<file path="src/rtl/time_set_ctrl.sv">
// ============================================================================
// Module  : time_set_ctrl
// Purpose : hours/minutes edit sequencer with auto-repeat increment, field
//           blink and a commit/ack handshake back to the mode FSM.
// Revision: 1.0 - initial release
// ============================================================================
`default_nettype none

module time_set_ctrl #(
    parameter int REPEAT_DELAY = 8,
    parameter int REPEAT_RATE  = 4,
    parameter int BLINK_HALF   = 4
) (
    input  logic       clk,
    input  logic       rst,
    input  logic       en,
    input  logic       mode_button,
    input  logic       inc_button,
    input  logic [4:0] cur_hours,
    input  logic [5:0] cur_minutes,
    output logic [4:0] edit_hours,
    output logic [5:0] edit_minutes,
    output logic       ack_flag,
    output logic       commit,
    output logic       blink_hours,
    output logic       blink_minutes
);

    typedef enum logic [2:0] {
        IDLE   = 3'd0,
        LOAD   = 3'd1,
        EDIT_H = 3'd2,
        EDIT_M = 3'd3,
        DONE   = 3'd4
    } state_t;

    localparam logic [7:0] DELAY_CNT  = 8'(REPEAT_DELAY);
    // Reloading here puts the next hit exactly REPEAT_RATE cycles later.
    localparam logic [7:0] REARM_CNT  = 8'(REPEAT_DELAY - REPEAT_RATE + 1);
    localparam logic [7:0] BLINK_LAST = 8'(BLINK_HALF - 1);

    state_t     state;
    state_t     state_n;
    logic       mode_q;
    logic       inc_q;
    logic [7:0] hold_cnt;
    logic [7:0] hold_cnt_n;
    logic [7:0] blink_cnt;
    logic [7:0] blink_cnt_n;
    logic       phase;
    logic       phase_n;
    logic [4:0] hours_n;
    logic [5:0] minutes_n;
    logic       mode_rise;
    logic       inc_rise;
    logic       in_edit;
    logic       repeat_hit;
    logic       inc_event;
    logic       state_change;

    always_comb begin
        mode_rise  = mode_button & ~mode_q;
        inc_rise   = inc_button & ~inc_q;
        in_edit    = (state == EDIT_H) || (state == EDIT_M);
        repeat_hit = inc_button && (hold_cnt == DELAY_CNT);
        inc_event  = in_edit && !mode_rise && (inc_rise || repeat_hit);

        state_n   = state;
        hours_n   = edit_hours;
        minutes_n = edit_minutes;

        if (!en) begin
            state_n = IDLE;
        end else begin
            case (state)
                IDLE: state_n = LOAD;
                LOAD: begin
                    hours_n   = (cur_hours > 5'd23) ? 5'd0 : cur_hours;
                    minutes_n = (cur_minutes > 6'd59) ? 6'd0 : cur_minutes;
                    state_n   = EDIT_H;
                end
                EDIT_H: begin
                    if (mode_rise) begin
                        state_n = EDIT_M;
                    end else if (inc_event) begin
                        hours_n = (edit_hours == 5'd23) ? 5'd0 : edit_hours + 5'd1;
                    end
                end
                EDIT_M: begin
                    if (mode_rise) begin
                        state_n = DONE;
                    end else if (inc_event) begin
                        minutes_n = (edit_minutes == 6'd59) ? 6'd0 : edit_minutes + 6'd1;
                    end
                end
                DONE: begin
                    if (inc_rise && !mode_rise) begin
                        state_n = EDIT_H;
                    end
                end
                default: state_n = IDLE;
            endcase
        end

        state_change = (state_n != state);

        // A zero count marks an idle hold counter, so a button still held
        // across a field change can never start auto-repeat.
        if (state_change || !in_edit || !inc_button) begin
            hold_cnt_n = 8'd0;
        end else if (inc_rise) begin
            hold_cnt_n = 8'd1;
        end else if (repeat_hit) begin
            hold_cnt_n = REARM_CNT;
        end else if (hold_cnt != 8'd0) begin
            hold_cnt_n = hold_cnt + 8'd1;
        end else begin
            hold_cnt_n = 8'd0;
        end

        phase_n     = phase;
        blink_cnt_n = blink_cnt;
        if (state_change || inc_event || !in_edit) begin
            phase_n     = 1'b0;
            blink_cnt_n = 8'd0;
        end else if (blink_cnt == BLINK_LAST) begin
            phase_n     = ~phase;
            blink_cnt_n = 8'd0;
        end else begin
            blink_cnt_n = blink_cnt + 8'd1;
        end
    end

    always_ff @(posedge clk or negedge rst) begin
        if (!rst) begin
            state         <= IDLE;
            mode_q        <= 1'b0;
            inc_q         <= 1'b0;
            hold_cnt      <= 8'd0;
            blink_cnt     <= 8'd0;
            phase         <= 1'b0;
            edit_hours    <= 5'd0;
            edit_minutes  <= 6'd0;
            ack_flag      <= 1'b0;
            commit        <= 1'b0;
            blink_hours   <= 1'b0;
            blink_minutes <= 1'b0;
        end else begin
            state         <= state_n;
            mode_q        <= mode_button;
            inc_q         <= inc_button;
            hold_cnt      <= hold_cnt_n;
            blink_cnt     <= blink_cnt_n;
            phase         <= phase_n;
            edit_hours    <= hours_n;
            edit_minutes  <= minutes_n;
            ack_flag      <= (state_n == DONE);
            commit        <= (state_n == DONE) && (state != DONE);
            blink_hours   <= phase_n && (state_n == EDIT_H);
            blink_minutes <= phase_n && (state_n == EDIT_M);
        end
    end

endmodule

`default_nettype wire
</file>
<file path="config.mk">
export PLATFORM = sky130hd
export DESIGN_NAME = time_set_ctrl
export DESIGN_NICKNAME = d
export VERILOG_FILES = /design/src/rtl/time_set_ctrl.sv
export SDC_FILE = /design/constraint.sdc
export NUM_CORES = 1
export LEC_CHECK = 0
export CAP_MARGIN = 20
export CORE_ASPECT_RATIO = 0.7
export CORE_MARGIN = 2
export CORE_UTILIZATION = 57
export DETAILED_ROUTE_END_ITERATION = 8
export PLACE_DENSITY_LB_ADDON = 0.05
export SETUP_SLACK_MARGIN = 0.02
export SYNTH_ARGS = -nofsm -noshare
export SYNTH_HDL_FRONTEND = slang
export SYNTH_SLANG_ARGS = --single-unit
export TNS_END_PERCENT = 5
</file>
<file path="constraint.sdc">
create_clock -name clk -period 3.25 [get_ports clk]
set_input_delay 0.8125 -clock clk [delete_from_list [all_inputs] [get_ports clk]]
set_output_delay 0.8125 -clock clk [all_outputs]
set_load 0.02 [all_outputs]
</file>
After elaboration in Yosys (flattened, before gate mapping)
Index checks and enable logic that the tools add are counted.
- register bits after elaboration: 37
- input port bits: 16
- output and inout port bits: 15
- word-level logic and storage cells: 85
- add/sub/neg operators: 4
- order comparisons: 2
- eq/ne operators: 17
- mux-type cells: 23
- bitwise logic cells: 5
- reductions and logical operators: 22
- operators by type and width (cell ; number):
    8-bit two-way mux ; 6
    6-bit two-way mux ; 4
    5-bit two-way mux ; 4
    8-bit by 1-bit adder with 8-bit output, second input constant ; 2
    3-bit case mux with 5 select lines ; 1
    3-bit by 2-bit equality test with 1-bit output, second input constant ; 4
    3-bit two-way mux ; 4
    6-bit case mux with 2 select lines ; 1
    5-bit case mux with 2 select lines ; 1
    8-bit by 2-bit equality test with 1-bit output, second input constant ; 1
    8-bit by 4-bit equality test with 1-bit output, second input constant ; 1
    2-bit inequality test, second input constant ; 4
    4-bit AND reduction ; 2
    8-bit nonzero test ; 1
    1-bit logical AND ; 7
    6-bit by 1-bit adder with 6-bit output, second input constant ; 1
    3-bit equality test, second input constant ; 2
    6-bit equality test, second input constant ; 1
    6-bit > comparator, second input constant ; 1
    1-bit logical OR ; 6
    5-bit by 1-bit adder with 5-bit output, second input constant ; 1
    5-bit equality test, second input constant ; 1
    5-bit > comparator, second input constant ; 1
    2-bit nonzero test ; 2
    other kinds (8) ; 14

Longest topological paths before layout
- depth in word-level cells: 12
- mapped depth: 8
- gate-level depth less buffers: 7

Worst setup path before layout
Ideal clock, no wire load.
- kind: input -> register
- start: input inc_button
- end: register edit_minutes[5]
- library setup time: 0.126 ns
- arrival time: 1.708 ns
- required time: 3.124 ns
- setup slack: 1.416 ns
- cell stages on the path: 6
- buffers on the path: 1
- cell sequence: nor4bb_4 > a211o_2 > o2111ai_2 > buf_6 > a21oi_2 > o22ai_1
- word-level cells in the longest chain between the ends: 5
- elaborated cells on any way between the ends: 6
- those cells by class: 1 x eq/ne; 1 x bitwise; 4 x reduce/logical
- ends and longest elaborated chain (what ; RTL line ; text):
    from (decl) ; 18 ; input logic inc_button,
    1-bit bitwise AND / 1-bit logical AND (equally long branches) ; 63, 65 ;
    1-bit logical OR (*) ; 66 ; inc_event = in_edit && !mode_rise && (inc_rise || repeat_hit);
    1-bit logical AND (*) ; 66 ;
    2-bit inequality test (no source line) (*) ; -- ;
    4-bit AND reduction (no source line) (*) ; -- ;
    to (signal assigned) ; 156 ; edit_minutes <= minutes_n;
    to (decl) ; 22 ; output logic [5:0] edit_minutes,
Every way passes the cells marked *; elsewhere a longest branch is shown, timed or not.
A chain may end at the register's enable or synchronous reset.

Worst setup path in the final report
- start: input inc_button
- end: register edit_minutes[3]
Same word-level chain as after synthesis.

==> results.yml <==
sta:
  tightest_slew_ps: 560.2
  relSlewSlack_pct: 62.16
  skew_ps: 6.392
  drv_slew: 0
  fmax_mhz: 413.2
  final.min_clock_period_ps: 2420
  rsz0062_at_grt: "false"
  post-route-period-util_pct: 74.47
  setup_tns_ps: 0
  hold_viol_final: 0
  finalSetupViolations: 0
synth:
  synth_top_area_share_pct: 46.75
  yosysTopAreaCell: "dfrtp_1"
  postSynthAreaPerCell_um2: 9.615
  synth.most_common_cell: "dfrtp_1"
  synthCells: 206
  synthTopCellsByArea: "dfrtp_1 (47%), nor2_1 (4.4%), xor2_1 (4.0%)"
  synth-edff-count: 0
  async_flop_share_pct: 100.0
  ys_ff_latch: 37
  ys_seq_area_share_pct: 46.75
  ys_top_cells_by_count: "dfrtp_1 (37), nor2_1 (23), nand2_1 (16)"
  yosysUniqueCellTypes: 45
  ys.flop_type: "dfrtp_1"
  syn_nets: 227
  synthesis.area_mm2: 0.001981
  yosys_warnings: 0
cts:
  cts-hold-fix-buffers: 0
  cts_resized: 0
  cts_buffers: 5
  clockBufferDepth: 2
  postCtsSetupBuffers: 0
  insertion_delay_ps: 280
  cts_tree: "done"
  path_clk_slew_ps: 70
  clkSinkCount: 37
  root_buffer: "clkbuf_8"
  htreeDepth: 2
critical_path:
  path_cells: "clkdlybuf4s50_1 -> nor4bb_4 -> a211o_2 -> o2111ai_2 -> o21ai_0 -> o21ai_1"
  cp.arrival_ps: 2580
  cpPeakStageDelay_ps: 570
  crit_required_ps: 3410
  crit_fanout: 12
  start_kind: "primary input"
  critPathKind: "primary input to flop"
  cp-end-kind: "flop"
  cpMaxStageDelayCell: "clkdlybuf4s50_1"
  r2r_cells: 7
finish:
  num-nets-final: 262
  n_antenna_cell: 0
  synthToLayoutAreaGrowth_pct: 23.25
  drive_gt1_share_pct: 7.438
  layout.cells.non_filler: 289
  post-route-util_pct: 75.50
power:
  power.leakage_uw: 0.001022
  ir_worst_vdd_mv: 0.4871
  power_density_mw_per_mm2: 563.9
placed_design:
  dp_hpwl_um: 2869
  portBuffers: 30
  gp_congestion: 0.8330
  dp.cells: 281
global_routing:
  grt_overflow: 0
  antenna_found_initial: 0
  grt_pass1_vias: 1564
  grt_pass1_wl_um: 7148
  grtUsageTotal_pct: 23.94
  grt_max_degree: 38
run:
  maxCapViolCount: 0
hold_path:
  hold_class: "flop to flop"
  min_path_cells: 1
die:
  die_h_um: 53.32
  ios: 31
  start_util_pct: 61.26
  chipWidth_um: 74.46
  core-area_mm2: 0.003233
  die_area_mm2: 0.003970
  rows: 17
routing:
  wl_um: 4034
  drt_first_iter_violations: 79
  avgRoutedWirePerCell_um: 13.96
  ant_nets: 0
  vias: 1605
  viasPerCell: 5.554
  drtPass1Iterations: 4
  drc: 0
run_status:
  status: "complete, no violations"
worst max-delay path, delay by kind of cell:
| family | cells | cell delay, ps |
|---|---|---|
| and+or+nand+nor | 1 | 350 |
| buffers and inverters | 1 | 570 |
| AOI/OAI and AO/OA | 4 | 840 |
cell type report:
type	count	area (µm²)
repair buffers	31	307.8
clock buffers	7	86.33
flip-flops and latches	37	925.9
fillers	232	792.0
multi-input cells	156	994.7
inverters	10	37.54
well taps	47	58.81
clock inverters	1	30.03
per-stage QoR:
stage          total power (µW)  hold slack [ps]  worst slack [ps]  area (µm²)
2_1_floorplan             798.6            447.3              1416        1981
3_3_place_gp              966.0            466.6             618.6        2325
3_5_place_dp              981.6            493.0             535.9        2325
4_1_cts                    1391            502.3             836.9        2441
5_1_grt                    1459            530.2             647.8        2441
6_report                   1377            493.4             829.6        2441
sequential cells by signal (all words and copies together), names as in the netlist:
name / count
ack_flag: 1
blink_cnt: 8
blink_hours: 1
blink_minutes: 1
commit: 1
edit_hours: 5
edit_minutes: 6
hold_cnt: 8
inc_q: 1
mode_q: 1
phase: 1
state: 3
kinds of logic (layout without fill, tap and decap cells):
kind of cell	Yosys count	in the layout	share of synthesized area, %
simple gates	96	96	27.42
compound gates	42	42	13.90
flops	37	37	46.75
xor+xnor	13	13	5.749
buf+inv	13	49	3.032
fa+ha+maj	5	5	3.159
worst paths after layout:
kind / start / end / slack (ps)
hold / removal: blink_cnt[0]$_DFF_PN0_ / blink_cnt[0]$_DFF_PN0_ / 490
hold reg to reg: blink_cnt[0]$_DFF_PN0_ / blink_cnt[0]$_DFF_PN0_ / 490
setup reg to reg: hold_cnt[0]$_DFF_PN0_ / edit_minutes[3]$_DFFE_PN0P_ / 1270
min in group asynchronous: rst / blink_cnt[5]$_DFF_PN0_ / 940
setup / recovery: inc_button / edit_minutes[3]$_DFFE_PN0P_ / 830
max in group asynchronous: rst / edit_minutes[0]$_DFFE_PN0P_ / 2000
report_power, final:
part,total (µW),internal (µW),switching [µW],leakage (µW)
clock network,402,250,152,0.0000585
registers,599,520,79.2,0.000494
logic,375,181,194,0.000469
total,1380,951,425,0.00102
metal layers:
metal	track usage [%]	up-vias	wire length, µm
met4	7.738	0	25
met5	0	-	0
met2	35.55	44	1803
met1	34.47	758	2012
met3	5.714	4	192
li1	-	799	-
placed cells by master, fill, tap and decap left out, types with 2 or more instances in the layout:
cell / count
a21oi_1: 6
a22oi_1: 3
a31oi_1: 3
a32oi_1: 2
a41oi_1: 2
and2_1: 4
and3_1: 7
and4bb_2: 2
clkbuf_8: 6
clkdlybuf4s50_1: 30
dfrtp_1: 37
ha_1: 5
inv_1: 10
nand2_1: 16
nand2b_1: 3
nand3_1: 14
nor2_1: 23
nor2b_1: 7
nor3_1: 6
nor3b_1: 4
o21ai_0: 8
o21ai_1: 7
o22ai_1: 2
xnor2_1: 4
xor2_1: 9
(Power assumes the default switching activity.)
